<file path="src/rtl/lock_seq_ctrl.sv">
// lock_seq_ctrl: sequencing controller for the 4-bit digital lock.
// Holds the stored password, the wrong-entry counter, the lockout timer and the alarm,
// and drives the L/U/P/- seven-segment display.
//
// Ports:
//   clk    - system clock, all state updates on posedge
//   rst    - synchronous reset, active-high
//   in     - password / new-password switches (PW_W bits)
//   enter  - one-cycle strobe that submits `in`
//   skey   - set-key switch, selects program mode while unlocked
//   led    - {locked, unlocked}; 2'b00 during lockout
//   seven  - display segments {a..g}
//   cnt    - consecutive wrong-entry count
//   alarm  - high throughout lockout
//   busy   - high in lockout (enter ignored)
//
// Optional feature: define AUTO_RELOCK_EN to relock after RELOCK_CYC idle cycles in UNLOCKED.

module lock_seq_ctrl #(
    parameter int unsigned     PW_W        = 4,
    parameter logic [PW_W-1:0] DEFAULT_PW  = 'b0111,
    parameter int unsigned     MAX_TRIES   = 3,
    parameter int unsigned     LOCKOUT_CYC = 16,
    parameter int unsigned     RELOCK_CYC  = 32
) (
    input  logic            clk,
    input  logic            rst,
    input  logic [PW_W-1:0] in,
    input  logic            enter,
    input  logic            skey,
    output logic [1:0]      led,
    output logic [6:0]      seven,
    output logic [1:0]      cnt,
    output logic            alarm,
    output logic            busy
);

    localparam int unsigned TMR_W = (LOCKOUT_CYC > 2) ? $clog2(LOCKOUT_CYC) : 1;
    localparam logic [TMR_W-1:0] TMR_LOAD = TMR_W'(LOCKOUT_CYC - 1);
    localparam logic [1:0] MAX_CNT = 2'(MAX_TRIES);

    localparam logic [6:0] SEG_L    = 7'b0001110;
    localparam logic [6:0] SEG_U    = 7'b0111110;
    localparam logic [6:0] SEG_P    = 7'b1100111;
    localparam logic [6:0] SEG_DASH = 7'b0000001;

    typedef enum logic [1:0] {StLocked, StUnlocked, StProgram, StLockout} state_e;

    state_e          state_q, state_d;
    logic [PW_W-1:0] pw_q, pw_d;
    logic [PW_W-1:0] cand_q, cand_d;
    logic [1:0]      cnt_q, cnt_d;
    logic [TMR_W-1:0] timer_q, timer_d;
    logic [1:0]      led_q, led_d;
    logic [6:0]      seven_q, seven_d;
    logic            alarm_q, alarm_d;
    logic            busy_q, busy_d;
    logic [1:0]      cnt_inc;

`ifdef AUTO_RELOCK_EN
    localparam int unsigned IDLE_W = (RELOCK_CYC > 2) ? $clog2(RELOCK_CYC) : 1;
    localparam logic [IDLE_W-1:0] IDLE_LAST = IDLE_W'(RELOCK_CYC - 1);
    logic [IDLE_W-1:0] idle_q, idle_d;
    logic              relock;
    assign relock = (idle_q == IDLE_LAST);
`else
    logic unused_relock;
    assign unused_relock = ^RELOCK_CYC;
`endif

    // cnt_q < MAX_TRIES <= 3 whenever this is used, so it cannot wrap.
    assign cnt_inc = cnt_q + 2'd1;

    always_comb begin
        state_d = state_q;
        pw_d    = pw_q;
        cand_d  = cand_q;
        cnt_d   = cnt_q;
        timer_d = timer_q;
        unique case (state_q)
            StLocked: begin
                if (enter) begin
                    if (in == pw_q) begin
                        state_d = StUnlocked;
                        cnt_d   = 2'd0;
                    end else begin
                        cnt_d = cnt_inc;
                        if (cnt_inc == MAX_CNT) begin
                            state_d = StLockout;
                            timer_d = TMR_LOAD;
                        end
                    end
                end
            end
            StUnlocked: begin
                if (enter) begin
                    if (skey) begin
                        cand_d  = in;
                        state_d = StProgram;
                    end else begin
                        state_d = StLocked;
                    end
                end
`ifdef AUTO_RELOCK_EN
                else if (relock) begin
                    state_d = StLocked;
                end
`endif
            end
            StProgram: begin
                // Dropping skey abandons programming even if enter arrives the same cycle.
                if (!skey) begin
                    state_d = StUnlocked;
                    cand_d  = '0;
                end else if (enter) begin
                    if (in == cand_q) begin
                        pw_d    = cand_q;
                        state_d = StLocked;
                    end else begin
                        state_d = StUnlocked;
                    end
                end
            end
            StLockout: begin
                if (timer_q == '0) begin
                    state_d = StLocked;
                    cnt_d   = 2'd0;
                end else begin
                    timer_d = timer_q - TMR_W'(1);
                end
            end
            default: state_d = StLocked;
        endcase
    end

`ifdef AUTO_RELOCK_EN
    // Counts only consecutive idle cycles spent in UNLOCKED; zero on entry and on any enter.
    always_comb begin
        idle_d = '0;
        if (state_q == StUnlocked && state_d == StUnlocked && !enter) begin
            idle_d = idle_q + IDLE_W'(1);
        end
    end
`endif

    // Outputs are decoded from the next state and registered alongside it.
    always_comb begin
        led_d   = 2'b10;
        seven_d = SEG_L;
        alarm_d = 1'b0;
        busy_d  = 1'b0;
        unique case (state_d)
            StLocked: begin
                led_d   = 2'b10;
                seven_d = SEG_L;
            end
            StUnlocked: begin
                led_d   = 2'b01;
                seven_d = SEG_U;
            end
            StProgram: begin
                led_d   = 2'b01;
                seven_d = SEG_P;
            end
            StLockout: begin
                led_d   = 2'b00;
                seven_d = SEG_DASH;
                alarm_d = 1'b1;
                busy_d  = 1'b1;
            end
            default: ;
        endcase
    end

    always_ff @(posedge clk) begin
        if (rst) begin
            state_q <= StLocked;
            pw_q    <= DEFAULT_PW;
            cand_q  <= '0;
            cnt_q   <= 2'd0;
            timer_q <= '0;
            led_q   <= 2'b10;
            seven_q <= SEG_L;
            alarm_q <= 1'b0;
            busy_q  <= 1'b0;
`ifdef AUTO_RELOCK_EN
            idle_q  <= '0;
`endif
        end else begin
            state_q <= state_d;
            pw_q    <= pw_d;
            cand_q  <= cand_d;
            cnt_q   <= cnt_d;
            timer_q <= timer_d;
            led_q   <= led_d;
            seven_q <= seven_d;
            alarm_q <= alarm_d;
            busy_q  <= busy_d;
`ifdef AUTO_RELOCK_EN
            idle_q  <= idle_d;
`endif
        end
    end

    assign led   = led_q;
    assign seven = seven_q;
    assign cnt   = cnt_q;
    assign alarm = alarm_q;
    assign busy  = busy_q;

endmodule

</file>
<file path="config.mk">
export PLATFORM = sky130hd
export DESIGN_NAME = lock_seq_ctrl
export DESIGN_NICKNAME = d
export VERILOG_FILES = /design/src/rtl/lock_seq_ctrl.sv
export SDC_FILE = /design/constraint.sdc
export NUM_CORES = 1
export LEC_CHECK = 0
export CORE_MARGIN = 3
export CORE_UTILIZATION = 38
export CTS_BUF_LIST = sky130_fd_sc_hd__clkbuf_8
export DETAILED_ROUTE_END_ITERATION = 6
export GPL_ROUTABILITY_DRIVEN = 0
export PLACE_DENSITY_LB_ADDON = 0.1
export SYNTH_ARGS = -nofsm -noshare
export SYNTH_HDL_FRONTEND = slang
export SYNTH_SLANG_ARGS = --single-unit
</file>
<file path="constraint.sdc">
create_clock -name clk -period 7.8 [get_ports clk]
set_clock_uncertainty 0.2 [all_clocks]
set_input_delay 1.95 -clock clk [delete_from_list [all_inputs] [get_ports clk]]
set_output_delay 1.95 -clock clk [all_outputs]
set_load 0.05 [all_outputs]
</file>
==> results_dict.tcl, run 1 <==
set metrics [dict create \
    status "complete, no violations" \
    start_util_pct 40.56 \
    post_cts_buffers 0 \
    die_h_um 63.56 \
    viasPerCell 5.051 \
    power_density_nw_per_um2 189.9 \
    final_area_sq_um 1520 \
    seqCellArea_sq_um 480.5 \
    hold_class "flop to flop" \
    grt_pass1_wl_mm 3.988 \
    io_buffers 20 \
    cp-end-kind "flop" \
    synth-edff-count 0 \
    grt_max_degree 21 \
    post-place-cells 191 \
    first_pass_iters 4 \
    hold_viol_final 0 \
    root_buffer "clkbuf_8" \
    crit_required_ns 7.76 \
    grt-ovfl-total 0 \
    htreeDepth 1 \
    synth_top_cells_by_area "dfxtp_1, ha_1, xnor2_1, mux2i_1, nand3_1" \
    period_share_pct 55.35 \
    fin_nets 167 \
    clk-insertion-delay-late_ns 0.26 \
    relSlewSlack_pct 50.30 \
    use_met3_pct 2.139 \
    clockBufferDepth 2 \
    first_iter_violations 18 \
    yosys-top-cells-count "dfxtp_1, nand3_1, ha_1, nand2_1, nor2_1" \
    diodes 0 \
    crit_slowest_cell "or4_1" \
    syn_inst 135 \
    max_stage_delay_ns 0.67 \
    wl_per_cell_um 12.07 \
    numCtsBuffers 3 \
    crit_type "primary input to flop" \
    grt_use_total_pct 12.01 \
    fmax_ghz 0.2316 \
    instances_no_fill 195 \
    antenna_found_initial 0 \
    whs_endpoint "cnt[1]$_SDFFE_PP0P_" \
    p_leak_nw 0.5432 \
    postRouteWirelength_mm 2.354 \
    num_vias 985 \
    syn_area_per_cell_sq_um 9.324 \
    synthDistinctLibCells 41 \
    synth_top_area_share_pct 38.17 \
    drcViolationCount 0 \
    rows 20 \
    hold_buffers 0 \
    syn-cell-area_sq_um 1259 \
    use_met1_pct 13.82 \
    synth.yosys.warnings 0 \
    dp_slack_ns 3.191 \
    top_usage_layer "met2" \
    rsz0062_at_grt "no" \
    utilization_pct 48.99 \
    path_cells "clkdlybuf4s50_1, xor2_1, or4_1, o311a_4, ha_1, nor2b_1, or2_2" \
    critPathLaunch "in[3]" \
    cp_data_arrival_time_ns 4.27 \
    crit_fanout 6 \
    drive_gt1_share_pct 9.934 \
    grt.met2_usage_pct 22.43 \
    ant_nets 0 \
    r2r_slack_ns 4.99 \
    ys_seq_area_share_pct 38.17 \
    maxCapViolations 0 \
    dieArea_sq_um 4039 \
    reg2reg_from "timer_q[0]$_SDFFE_PP0P_" \
    period_needed_ns 4.318 \
    synth_top_area_cell "dfxtp_1" \
    reg2reg_to "seven[0]$_SDFF_PP0_" \
    hp-start "cnt[1]$_SDFFE_PP0P_" \
    setup_slack_ns 3.482 \
    max-vdd-ir-drop_v 0.00007433 \
    synth_ff_type "dfxtp_1" \
    hold_depth 2 \
    grt_pass1_vias 971 \
    cts.sinks 24 \
    placed_area_sq_um 1449 \
    setup.worst_path.start_class "primary input" \
    synthesis.nets 150 \
    area_delta_synth_final_pct 20.78 \
    multi_input_area_sq_um 694.4 \
    core_area_sq_um 3103 \
    dieWidth_um 63.56 \
    cts_tree "yes" \
    synth-seq-cells 24 \
    clkTransAtPathRegs_ns 0.09 \
    worst_pin_slew_ns 0.7432 \
    finalSetupViolations 0 \
    cts-resized-gates 0 \
    synthArstFlopShare_pct 0 \
    synth_most_common_cell "dfxtp_1" \
    finalMaxSlewViolations 0 \
    hpwlAfterDp_mm 1.809 \
    finalSetupTns_ns 0 \
    reg2regPathDepth 9 \
    ios 21 \
    fillers 327 \
]
-- critical path, delay by kind of cell --
kind	cells	cell delay, ns
adder cells (fa/ha/maj)	1	0.19
XOR/XNOR	1	0.17
AND/OR/NAND/NOR	3	1.12
AO/OA/AOI/OAI	1	0.39
buffers and inverters	1	0.46
-- worst max-delay path by stage --
stage,to,slack (ns)
floorplan,seven[0]$_SDFF_PP0_,3.83
global placement,seven[0]$_SDFF_PP0_,3.22
detailed placement,seven[0]$_SDFF_PP0_,3.19
CTS,seven[0]$_SDFF_PP0_,3.48
global route,seven[0]$_SDFF_PP0_,3.34
finish,seven[0]$_SDFF_PP0_,3.48
-- final cells by class --
class                           instances  area share [%]
Timing Repair Buffer                   20           13.17
Tap cell                               44           3.621
Sequential cell                        24           31.60
Clock buffer                            3           2.716
Multi-Input combinational cell         98           45.68
Clock inverter                          1           1.975
Inverter                                5           1.235
-- power breakdown --
part           switching (mW)  total (mW)  internal (mW)
sequential            0.00382       0.131          0.127
combinational          0.0285      0.0491         0.0206
clock                  0.0400       0.109         0.0685
total                  0.0724       0.289          0.216
-- layout by cell type, fill, tap and decap left out, drive strengths merged --
cell type / instances
a211o: 1
a211oi: 4
a21o: 1
a21oi: 5
a221oi: 1
and2: 5
and2b: 1
and3: 1
and3b: 1
and4: 2
and4bb: 1
bufinv: 1
clkbuf: 3
clkdlybuf4s50: 20
dfxtp: 24
ha: 7
inv: 5
mux2i: 4
nand2: 7
nand2b: 1
nand3: 8
nand4: 2
nand4b: 1
nor2: 7
nor2b: 4
nor3: 4
nor3b: 2
nor4: 3
o21ai: 6
o311a: 1
o32ai: 1
or2: 3
or3: 3
or4: 2
xnor2: 5
xor2: 4
-- per-stage QoR --
stage,power [mW],hold WS (ns)
finish,0.2886,0.2772
global placement,0.1830,0.2611
floorplan,0.1692,0.2580
global route,0.3027,0.3091
CTS,0.2928,0.2826
detailed placement,0.1834,0.2686
-- cell families after synthesis --
logic type      Yosys count  synth area share, %
mux                       4                3.181
simple gates             58                27.54
compound gates           20                11.23
xor+xnor                  9                6.262
fa+ha+maj                 7                6.958
buf+inv                  13                6.659
flops                    24                38.17
-- flip-flops by register name, summed over array words and instances (netlist names) --
name and flops:
cnt 2, timer_q 4, pw_q 4, cand_q 4
state_q 2, led 2, seven 5, busy 1
-- routing by layer --
| layer | routed length (um) | vias to the layer above |
|---|---|---|
| met5 | 0 | - |
| met4 | 11 | 0 |
| met3 | 89 | 2 |
| met2 | 1216 | 15 |
| met1 | 1037 | 462 |
| li1 | - | 506 |
Power figures use the tool's default switching activity.
==> inputs of run 2 (changes only) <==
- clock period: 7.8 -> 3.5 ns (I/O delays scaled with it)
==> results_dict.tcl, run 2 (synthesis gave the netlist of run 1 again) <==
set metrics [dict create \
    status "complete, no violations" \
    finalSetupTns_ns 0 \
    area_delta_synth_final_pct 22.56 \
    cp_data_arrival_time_ns 3.10 \
    finalMaxSlewViolations 0 \
    fin_nets 170 \
    post_cts_buffers 0 \
    pwr-share-comb_pct 17.3 \
    num_vias 974 \
    cts.sinks 24 \
    pwr-share-seq_pct 45.1 \
    use_met3_pct 2.317 \
    viasPerCell 4.919 \
    grt_max_degree 21 \
    cp-end-kind "flop" \
    utilization_pct 49.72 \
    cts-resized-gates 0 \
    clkTransAtPathRegs_ns 0.08 \
    root_buffer "clkbuf_8" \
    relSlewSlack_pct 53.32 \
    dp_slack_ns 0.06404 \
    drcViolationCount 0 \
    cts_tree "yes" \
    first_pass_iters 2 \
    diodes 0 \
    setup_slack_ns 0.3625 \
    fmax_ghz 0.3187 \
    maxCapViolations 0 \
    crit_required_ns 3.46 \
    crit_slowest_cell "or4_1" \
    grt_use_total_pct 13.00 \
    clockBufferDepth 2 \
    die_h_um 63.56 \
    first_iter_violations 33 \
    crit_fanout 5 \
    antenna_found_initial 0 \
    grt-ovfl-total 0 \
    clk-insertion-delay-late_ns 0.27 \
    hold_buffers 0 \
    htreeDepth 1 \
    grt_pass1_vias 969 \
    ant_nets 0 \
    grt_pass1_wl_mm 4.215 \
    setup.worst_path.start_class "primary input" \
    postRouteWirelength_mm 2.355 \
    p_leak_nw 0.5571 \
    hold_viol_final 0 \
    post-place-cells 194 \
    rsz0062_at_grt "no" \
    largest_reg_flops 5 \
    period_share_pct 89.64 \
    layout_commonest_cell "dfxtp_1" \
    core_area_sq_um 3103 \
    p_int_mw 0.4843 \
    p_clk_share_pct 37.6 \
    layout_common_cells "dfxtp_1, clkdlybuf4s50_1, nand3_1" \
    start_util_pct 40.56 \
    numCtsBuffers 3 \
    worst_pin_slew_ns 0.6980 \
    hold_class "flop to flop" \
    io_buffers 20 \
    swShare_pct 25.21 \
    rows 20 \
    instances_no_fill 198 \
    power_density_nw_per_um2 419.7 \
    finalSetupViolations 0 \
    wl_per_cell_um 11.89 \
    switchingPower_mw 0.1632 \
    max_stage_delay_ns 0.58 \
    drive_gt1_share_pct 11.69 \
    dieArea_sq_um 4039 \
    hpwlAfterDp_mm 1.800 \
    top_usage_layer "met2" \
    dieWidth_um 63.56 \
    grt.met2_usage_pct 21.25 \
    max-vdd-ir-drop_v 0.0001712 \
    period_needed_ns 3.138 \
    crit_type "primary input to flop" \
    ios 21 \
    path_cells "clkdlybuf4s50_1, xor2_1, or4_1, o311a_4, ha_1, nor2b_1, or2_2" \
    use_met1_pct 16.27 \
]
## run 2: changes by cell type in the layout (fill, tap and decap cells not counted), sizes merged
cell	delta
buf	+3
## run 2: worst paths after layout
check        cells past startpoint                    start                   to  slack (ns)
max                              7                    in[3]  seven[0]$_SDFF_PP0_        0.36
min                              2      cnt[1]$_SDFFE_PP0P_  cnt[1]$_SDFFE_PP0P_        0.28
max reg2reg                     10  timer_q[0]$_SDFFE_PP0P_  seven[0]$_SDFF_PP0_        0.81
min reg2reg                      2      cnt[1]$_SDFFE_PP0P_  cnt[1]$_SDFFE_PP0P_        0.28
## run 2: critical path: cells and delay by family
kind,cells,cell delay (ns)
AOI/OAI and AO/OA,1,0.37
buffers and inverters,1,0.47
adders and majority gates,1,0.19
and+or+nand+nor,3,1.02
xor gates and xnor gates,1,0.17
## run 2: power groups by stage
stage / logic [mW] / clock network (mW) / registers [mW]
2_1_floorplan: 0.0584 / 0 / 0.319
3_3_place_gp: 0.112 / 0 / 0.298
3_5_place_dp: 0.113 / 0 / 0.298
5_1_grt: 0.123 / 0.261 / 0.294
6_report: 0.112 / 0.244 / 0.292
4_1_cts: 0.113 / 0.255 / 0.292
## run 2: stage by stage
step	hold slack [ns]	total power [mW]	cell area (sq um)
6_report	0.2783	0.6475	1543
5_1_grt	0.3134	0.6780	1543
4_1_cts	0.2808	0.6599	1543
3_5_place_dp	0.2654	0.4113	1471
3_3_place_gp	0.2623	0.4102	1471
2_1_floorplan	0.2580	0.3771	1259
## run 2: area by class of cell
cell class | instances | area [sq um]
Clock inverter | 1 | 30.03
Timing Repair Buffer | 23 | 222.7
Inverter | 5 | 18.77
Clock buffer | 3 | 41.29
Sequential cell | 24 | 480.5
Fill cell | 325 | 1560
Multi-Input combinational cell | 98 | 694.4
Tap cell | 44 | 55.05
## run 2: layer usage
metal  up-vias  wire (um)
met1       444       1116
met2        11       1127
met5         -          0
li1        515          -
met3         4         77
met4         0         34
==> inputs of run 3 (changes only) <==
- CORE_ASPECT_RATIO: default -> 1.4
==> results_dict.tcl, run 3 (synthesis gave the netlist of run 1 again) <==
set metrics [dict create \
    postRouteWirelength_mm 2.457 \
    top_usage_layer "met2" \
    fin_nets 171 \
    cp_data_arrival_time_ns 3.06 \
    crit_type "primary input to flop" \
    seqCellArea_sq_um 480.5 \
    core_area_sq_um 3153 \
    clk-insertion-delay-late_ns 0.26 \
    drive_gt1_share_pct 12.26 \
    dieArea_sq_um 4049 \
    layout_common_cells "dfxtp_1, clkdlybuf4s50_1, nand3_1" \
    dieWidth_um 54.64 \
    grt.met2_usage_pct 24.61 \
    num_vias 986 \
    io_buffers 20 \
    rows 24 \
    status "complete, no violations" \
    start_util_pct 39.92 \
    viasPerCell 5.082 \
    period_needed_ns 3.104 \
    grt_pass1_vias 970 \
    drcViolationCount 0 \
    use_met3_pct 2.405 \
    setup.worst_path.start_class "primary input" \
    diodes 0 \
    grt_use_total_pct 15.05 \
    multi_input_area_sq_um 694.4 \
    finalMaxSlewViolations 0 \
    post-place-cells 190 \
    worst_pin_slew_ns 0.5110 \
    grt-ovfl-total 0 \
    hold_buffers 0 \
    max_stage_delay_ns 0.57 \
    antenna_found_initial 0 \
    crit_required_ns 3.46 \
    max-vdd-ir-drop_v 0.0004286 \
    crit_slowest_cell "or4_1" \
    numCtsBuffers 3 \
    clockBufferDepth 2 \
    clkTransAtPathRegs_ns 0.08 \
    grt_max_degree 16 \
    finalSetupViolations 0 \
    largest_reg_flops 5 \
    wl_per_cell_um 12.66 \
    cts-resized-gates 0 \
    fmax_ghz 0.3222 \
    ant_nets 0 \
    period_share_pct 88.68 \
    relSlewSlack_pct 65.71 \
    ios 21 \
    layout_commonest_cell "dfxtp_1" \
    first_pass_iters 4 \
    hpwlAfterDp_mm 1.922 \
    cp-end-kind "flop" \
    hold_viol_final 0 \
    maxCapViolations 0 \
    power_density_nw_per_um2 417.4 \
    die_h_um 74.10 \
    htreeDepth 1 \
    fillers 305 \
    grt_pass1_wl_mm 4.457 \
    finalSetupTns_ns 0 \
    instances_no_fill 194 \
    p_leak_nw 0.5619 \
    utilization_pct 48.97 \
    crit_fanout 5 \
    rsz0062_at_grt "no" \
    cts_tree "yes" \
    post_cts_buffers 0 \
    hold_class "flop to flop" \
    area_delta_synth_final_pct 22.66 \
    power_mw 0.6445 \
    root_buffer "clkbuf_8" \
    first_iter_violations 18 \
    cts.sinks 24 \
    use_met1_pct 19.33 \
    path_cells "clkdlybuf4s50_1, xor2_1, or4_1, o311a_4, ha_1, nor2b_1, or2_2" \
]
-- run 3: cell count changes in the layout (fill, tap and decap cells not counted) --
cell / change
buf_4: +1
-- run 3: layout make-up --
cell class,instances,area share (%)
clock inverter,1,1.945
multi-input combinational,98,44.98
tap,39,3.160
inverter,5,1.216
timing repair buffer,24,14.91
sequential,24,31.12
clock buffer,3,2.674
-- run 3: per-layer routing --
layer  vias up  routed length [um]  part of all wire [%]
met1       454                1088                    44
met3         4                  45                   1.8
li1        516                   -                     -
met2        12                1286                    52
met4         0                  37                   1.5
met5         -                   0                     0
-- run 3: power by group --
group	total [mW]	switching [mW]	internal (mW)
clock	0.239	0.0862	0.153
combinational	0.113	0.0647	0.0488
sequential	0.292	0.00856	0.283
total	0.644	0.160	0.485
-- run 3: worst paths after layout --
check / from / endpoint / slack (ns) / cells past startpoint
worst max-delay path: in[3] / seven[0]$_SDFF_PP0_ / 0.40 / 7
worst min-delay path: cnt[1]$_SDFFE_PP0P_ / cnt[1]$_SDFFE_PP0P_ / 0.28 / 2
worst max register to register: timer_q[0]$_SDFFE_PP0P_ / seven[0]$_SDFF_PP0_ / 0.86 / 10
worst min register to register: cnt[1]$_SDFFE_PP0P_ / cnt[1]$_SDFFE_PP0P_ / 0.28 / 2
-- run 3: through the flow --
| stage | cell area (sq um) | setup WS, ns | hold WS [ns] |
|---|---|---|---|
| after floorplan | 1259 | 0.6016 | 0.2580 |
| after global placement | 1473 | 0.1194 | 0.2623 |
| after detailed placement | 1473 | 0.1021 | 0.2737 |
| final | 1544 | 0.3963 | 0.2794 |
| after CTS | 1544 | 0.3898 | 0.2855 |
| after global routing | 1544 | 0.2933 | 0.3070 |
-- run 3: worst max-delay path, delay by kind of cell --
| family | cells | cell delay, ns |
|---|---|---|
| xor+xnor | 1 | 0.17 |
| buf+inv | 1 | 0.46 |
| compound gates | 1 | 0.36 |
| simple gates | 3 | 0.99 |
| fa+ha+maj | 1 | 0.20 |
==> edit 1, RTL diff (flow settings as in run 3) <==
The parameter `PW_W` goes from 4 to 3.
--- a/src/rtl/lock_seq_ctrl.sv
+++ b/src/rtl/lock_seq_ctrl.sv
@@ -17,7 +17,7 @@
 // Optional feature: define AUTO_RELOCK_EN to relock after RELOCK_CYC idle cycles in UNLOCKED.
 
 module lock_seq_ctrl #(
-    parameter int unsigned     PW_W        = 4,
+    parameter int unsigned     PW_W        = 3,
     parameter logic [PW_W-1:0] DEFAULT_PW  = 'b0111,
     parameter int unsigned     MAX_TRIES   = 3,
     parameter int unsigned     LOCKOUT_CYC = 16,
Interface: changed (resized in); port bits go from 21 to 20. No check against the original RTL was run, so the function may have changed too.
==> edit 1 against run 3 <==
- hold slack better by 0.0080 ns
- sequential cell count is 2 lower
- power is 4.8% lower
- register-to-register slack better by 0.14 ns
- setup slack worse by 0.070 ns
- final area is 10% lower
- wire length is 12% lower
- fmax is 2.2% lower
- synthesized area is 14% lower
- largest cell class unchanged
- highest routed layer unchanged
==> edit 1: results (changes against run 3) <==
OUTCOME='finished clean'
FOOTPRINT_OF_THE_MULTI_INPUT_GATES_UM2=563  # -19%
WORST_SLEW_MARGIN_REL_PCT=57.1  # -8.6 points
LEAKAGE_uW=0.000544  # -3.2%
NUMCLOCKSINKS=22  # -8.3%
CLKCELLAREAFRAC_PCT=5.15  # +0.53 points
AREA.SHARE.SEQUENTIAL_PCT=31.8  # +0.68 points
GRT_START_MAX_NET_PINS=18  # +2
CRIT_ARRIVAL_NS=3.13  # +0.07 ns
LAYOUT.NETS=154  # -9.9%
VIA_PER_INST=5.03  # -1.1%
REGTOREGSETUPSLACK_NS=1.00  # +0.14 ns
LAYOUT.NONCLK_BUF_SHARE_PCT=16.4  # +1.5 points
DESIGN_AREA_UM2=1390  # -10%
FILLER_CELL_COUNT=279  # -8.5%
RR_WORST_DEPTH=9  # -1
YS_TOP_CELLS_BY_COUNT='sky130_fd_sc_hd__dfxtp_1, sky130_fd_sc_hd__inv_1, sky130_fd_sc_hd__nand2_1, sky130_fd_sc_hd__ha_1, sky130_fd_sc_hd__xor2_1'
SYNTH.DISTINCT_CELLS=34  # -17%
LOGIC_INVERTERS=10  # +5
TRACK_USAGE_PCT=13.5  # -1.5 points
DRT_ITER0_DRC=27  # +9
SHARE_OF_FINAL_LAYOUT_STANDARD_CELLS_STRONGER_THAN_DRIVE_STRENGTH_1_PCT=11.5  # -0.75 points
ORIGIN_OF_THE_CRITICAL_FLOP_TO_FLOP_PATH='timer_q[0]$_SDFFE_PP0P_'
AVERAGE_WIRE_PER_STANDARD_CELL_UM=12.4  # -2.0%
DP.FINAL_HPWL_UM=1650  # -14%
PLACEMENT.IO_BUFFERS=19  # -5.0%
SYNTH_TOP_CELLS_BY_AREA='sky130_fd_sc_hd__dfxtp_1, sky130_fd_sc_hd__ha_1, sky130_fd_sc_hd__xor2_1, sky130_fd_sc_hd__inv_1, sky130_fd_sc_hd__nor2b_1'
N_MULTI_INPUT_COMBINATIONAL_CELL=79  # -19%
SYN_NETS=131  # -13%
GRT_FIRST_PASS_WIRELENGTH_UM=3770  # -15%
CRITPATHSLOWESTCELL='sky130_fd_sc_hd__or4_4'
H_TREE_LEVELS=1  # unchanged
STARTPOINT='in[2]'
GRT_PASS1_VIAS=867  # -11%
HOLD_PATH.STARTPOINT='cand_q[2]$_SDFFE_PP0P_'
FINALSETUPVIOLATIONS=0  # unchanged
TIMING.HOLD.WS_NS=0.287  # +0.00800 ns
TIMING.HOLD.WORST_ENDPOINT='cand_q[2]$_SDFFE_PP0P_'
==> edit 1: cell count changes in the layout (fill, tap and decap cells not counted), sizes merged, moves of 2 or more <==
cell   delta
nor2      -2
and2      -5
inv       +5
mux2i     -3
xnor2     -5
and4      -2
dfxtp     -2
nand3     -2
nor4      -2
xor2      +3
o21ai     -3
==> edit 1: worst max-delay path by stage <==
stage | to | slack [ns] | cells after the start
global route | seven[0]$_SDFF_PP0_ | 0.21 | 8
detailed placement | seven[0]$_SDFF_PP0_ | 0.03 | 8
CTS | seven[0]$_SDFF_PP0_ | 0.32 | 8
global placement | seven[0]$_SDFF_PP0_ | 0.1 | 8
finish | seven[0]$_SDFF_PP0_ | 0.33 | 8
floorplan | seven[0]$_SDFF_PP0_ | 0.59 | 7
==> edit 1: cells by family (layout without fill, tap and decap cells) <==
group,count (synthesis),in the layout,share of synthesized area [%]
AND/OR/NAND/NOR,43,43,22.0
flip-flops,22,22,40.9
AO/OA/AOI/OAI,21,21,15.6
buffers and inverters,16,38,6.85
adder cells (fa/ha/maj),7,7,8.13
XOR/XNOR,7,7,5.69
multiplexers,1,1,0.929
==> edit 1: per-layer routing <==
| layer | global-route usage [%] | vias up | wire length, µm |
|---|---|---|---|
| li1 | - | 452 | - |
| met1 | 16.0 | 402 | 903 |
| met2 | 22.7 | 22 | 1150 |
| met3 | 2.16 | 4 | 79 |
| met4 | 6.89 | 0 | 39 |
| met5 | 0 | - | 0 |
==> edit 1: stage by stage <==
step,cells,power [µW]
floorplan,117,345
global placement,171,382
detailed placement,171,384
CTS,175,620
global route,175,640
finish,175,613
==> edit 1: power groups by stage <==
stage               Clock, µW  Sequential [µW]  Combinational (µW)
floorplan                   0              294                51.2
global placement            0              273                 109
detailed placement          0              273                 110
CTS                       241              268                 111
global route              251              269                 120
finish                    236              268                 110
==> edit 2, RTL diff (flow settings as in run 3) <==
Without the edit above. Re-encode `state_e` (4 states) as one-hot, 4 bits wide.
--- a/src/rtl/lock_seq_ctrl.sv
+++ b/src/rtl/lock_seq_ctrl.sv
@@ -44,7 +44,7 @@
     localparam logic [6:0] SEG_P    = 7'b1100111;
     localparam logic [6:0] SEG_DASH = 7'b0000001;
 
-    typedef enum logic [1:0] {StLocked, StUnlocked, StProgram, StLockout} state_e;
+    typedef enum logic [3:0] {StLocked = 4'b0001, StUnlocked = 4'b0010, StProgram = 4'b0100, StLockout = 4'b1000} state_e;
 
     state_e          state_q, state_d;
     logic [PW_W-1:0] pw_q, pw_d;
Check against the original RTL: no difference found for any inputs over 10 cycles, from zero or initial values and one cycle with rst high; not proved beyond that.
==> edit 2 against run 3 <==
- power down 11%
- wire length up 14%
- clock power down 28%
- via count up 6.1%
- critical path depth down 2
- count of clock-buffer cells in the layout unchanged
- global-route usage up 0.89 points
- setup slack better by 0.57 ns
- synthesized area down 0.60%
- sequential cell count up 3
- final area down 2.2%
- non-clock buffer count down 4
- largest cell class unchanged
- largest power group unchanged
- highest routed layer unchanged
==> edit 2: results (changes against run 3) <==
OUTCOME='finished clean'
ROUTE.VIAS.TOTAL=1046  # +6.1%
CLK-INSERTION-DELAY-LATE_NS=0.28  # +0.02 ns
SHARE_OF_FINAL_LAYOUT_STANDARD_CELLS_STRONGER_THAN_DRIVE_STRENGTH_1_PCT=3.95  # -8.3 points
POSTROUTEWIRELENGTH_UM=2800  # +14%
CLOCK_PIN_SLEW_WORST_SETUP_AND_HOLD_PATHS_NS=0.09
SYNTH_TOP_CELLS_BY_AREA='sky130_fd_sc_hd__dfxtp_1, sky130_fd_sc_hd__xnor2_1, sky130_fd_sc_hd__nand3_1, sky130_fd_sc_hd__mux2i_1, sky130_fd_sc_hd__a21oi_1'
YS_TOP_CELLS_BY_COUNT='sky130_fd_sc_hd__dfxtp_1, sky130_fd_sc_hd__nand3_1, sky130_fd_sc_hd__nor2_1, sky130_fd_sc_hd__a21oi_1, sky130_fd_sc_hd__xnor2_1'
POSTCTSSETUPREPAIRBUFS=0  # unchanged
POWER.IR.VDD_WORST_mV=0.244  # -43%
CLASS_OF_THE_TIGHTEST_HOLD_OR_REMOVAL_CHECK='register to register'
LAYOUT.NETS=163  # -4.7%
CTS_REPAIR_RESIZE_COUNT=0  # unchanged
ASYNCSETRESETFLOPFRACSYNTH_PCT=0  # unchanged
CTS-BUFFERS-INSERTED=3  # unchanged
GRT_START_MAX_NET_PINS=26  # +10
CTS_ROOT_BUF='sky130_fd_sc_hd__clkbuf_8'
INSERTEDDIODECOUNT=0  # unchanged
TRACK_USAGE_PCT=15.9  # +0.89 points
CTS_BUFFER_DEPTH=2  # unchanged
WORST_SLEW_MARGIN_REL_PCT=41.6  # -24 points
DRT_ITER0_DRC=11  # -7
SYNTH_SEQUENTIAL_AREA_RATIO_PCT=43.2  # +5.0 points
CRIT_ARRIVAL_NS=2.44  # -0.62 ns
PLACEMENT.IO_BUFFERS=20  # unchanged
HOLD-PATH-CELL-COUNT=2  # unchanged
LARGEST_REGISTER_FFS=6  # +1
DPL-INSTANCE-AREA_UM2=1470  # -0.51%
GRT_FIRST_PASS_WIRELENGTH_UM=4620  # +3.7%
DRTPASS1ITERATIONS=4  # unchanged
NUMBER_OF_ANTENNA_VIOLATIONS_AT_THE_FIRST_CHECK_IN_GLOBAL_ROUTING=0  # unchanged
H_TREE_LEVELS=1  # unchanged
SWITCHING_SHARE_PCT=25.9  # +1.2 points
FILLER_CELL_COUNT=314  # +3.0%
LEAKAGE_uW=0.000509  # -9.5%
DP.FINAL_HPWL_UM=2210  # +15%
RR_WORST_DEPTH=6  # -4
SYNTH.DISTINCT_CELLS=36  # -12%
SYN_NETS=145  # -3.3%
CRIT_PATH_MAX_FANOUT=7  # +2
==> edit 2: power groups by stage <==
stage | sequential (µW) | clock (µW) | combinational [µW]
3_5_place_dp | 328 | 0 | 82.6
3_3_place_gp | 328 | 0 | 81.9
6_report | 321 | 173 | 82.4
5_1_grt | 322 | 188 | 88.9
2_1_floorplan | 342 | 0 | 39.3
4_1_cts | 321 | 177 | 83.0
==> edit 2: final timing paths <==
path,startpoint,to,slack [ns]
setup / recovery,in[2],timer_q[1]$_SDFFE_PP0P_,0.96
hold / removal,cnt[0]$_SDFFE_PP0P_,cnt[0]$_SDFFE_PP0P_,0.27
setup reg to reg,timer_q[0]$_SDFFE_PP0P_,timer_q[1]$_SDFFE_PP0P_,1.33
hold reg to reg,cnt[0]$_SDFFE_PP0P_,cnt[0]$_SDFFE_PP0P_,0.27
==> edit 2: final cells by class <==
| class | instances | area share, % |
|---|---|---|
| multi-input combinational | 96 | 43.5 |
| timing repair buffer | 20 | 13.3 |
| tap | 39 | 3.23 |
| clock inverter | 1 | 0.249 |
| clock buffer | 3 | 2.73 |
| sequential | 27 | 35.8 |
| inverter | 5 | 1.24 |
==> edit 2: per-layer routing <==
layer  up-vias  routed length, µm  GRT usage [%]
met1       505               1080           16.1
met2        15               1590           30.9
met5         -                  0              0
met3         5                 71           1.83
li1        521                  -              -
met4         0                 51           6.65
==> edit 2: cell families (layout without fill, tap and decap cells) <==
kind of cell             count (synthesis)  in the layout  share of synthesized area (%)
AND/OR/NAND/NOR                         50             50                           23.6
multiplexers                             5              5                           4.00
AO/OA/AOI/OAI                           29             29                           15.9
adder cells (fa/ha/maj)                  2              2                           2.00
buffers and inverters                   12             29                           4.30
flip-flops                              27             27                           43.2
XOR/XNOR                                10             10                           7.00
==> edit 2: critical path: stages <==
cell	delay [ns]
sky130_fd_sc_hd__clkdlybuf4s50_1	0.46
sky130_fd_sc_hd__xnor2_1	0.23
sky130_fd_sc_hd__nand4_1	0.19
sky130_fd_sc_hd__a31oi_1	0.53
sky130_fd_sc_hd__a221oi_1	0.15
==> edit 2: per-stage QoR <==
| stage | cells | hold WS [ns] | power [µW] | setup slack (ns) | utilization, % |
|---|---|---|---|---|---|
| 2_1_floorplan | 135 | 0.261 | 382 | 1.42 | - |
| 3_3_place_gp | 187 | 0.259 | 410 | 0.742 | 46.9 |
| 3_5_place_dp | 187 | 0.266 | 411 | 0.699 | 46.9 |
| 4_1_cts | 191 | 0.279 | 581 | 0.968 | 48.4 |
| 5_1_grt | 191 | 0.306 | 599 | 0.787 | 48.4 |
| 6_report | 191 | 0.272 | 576 | 0.965 | 48.4 |
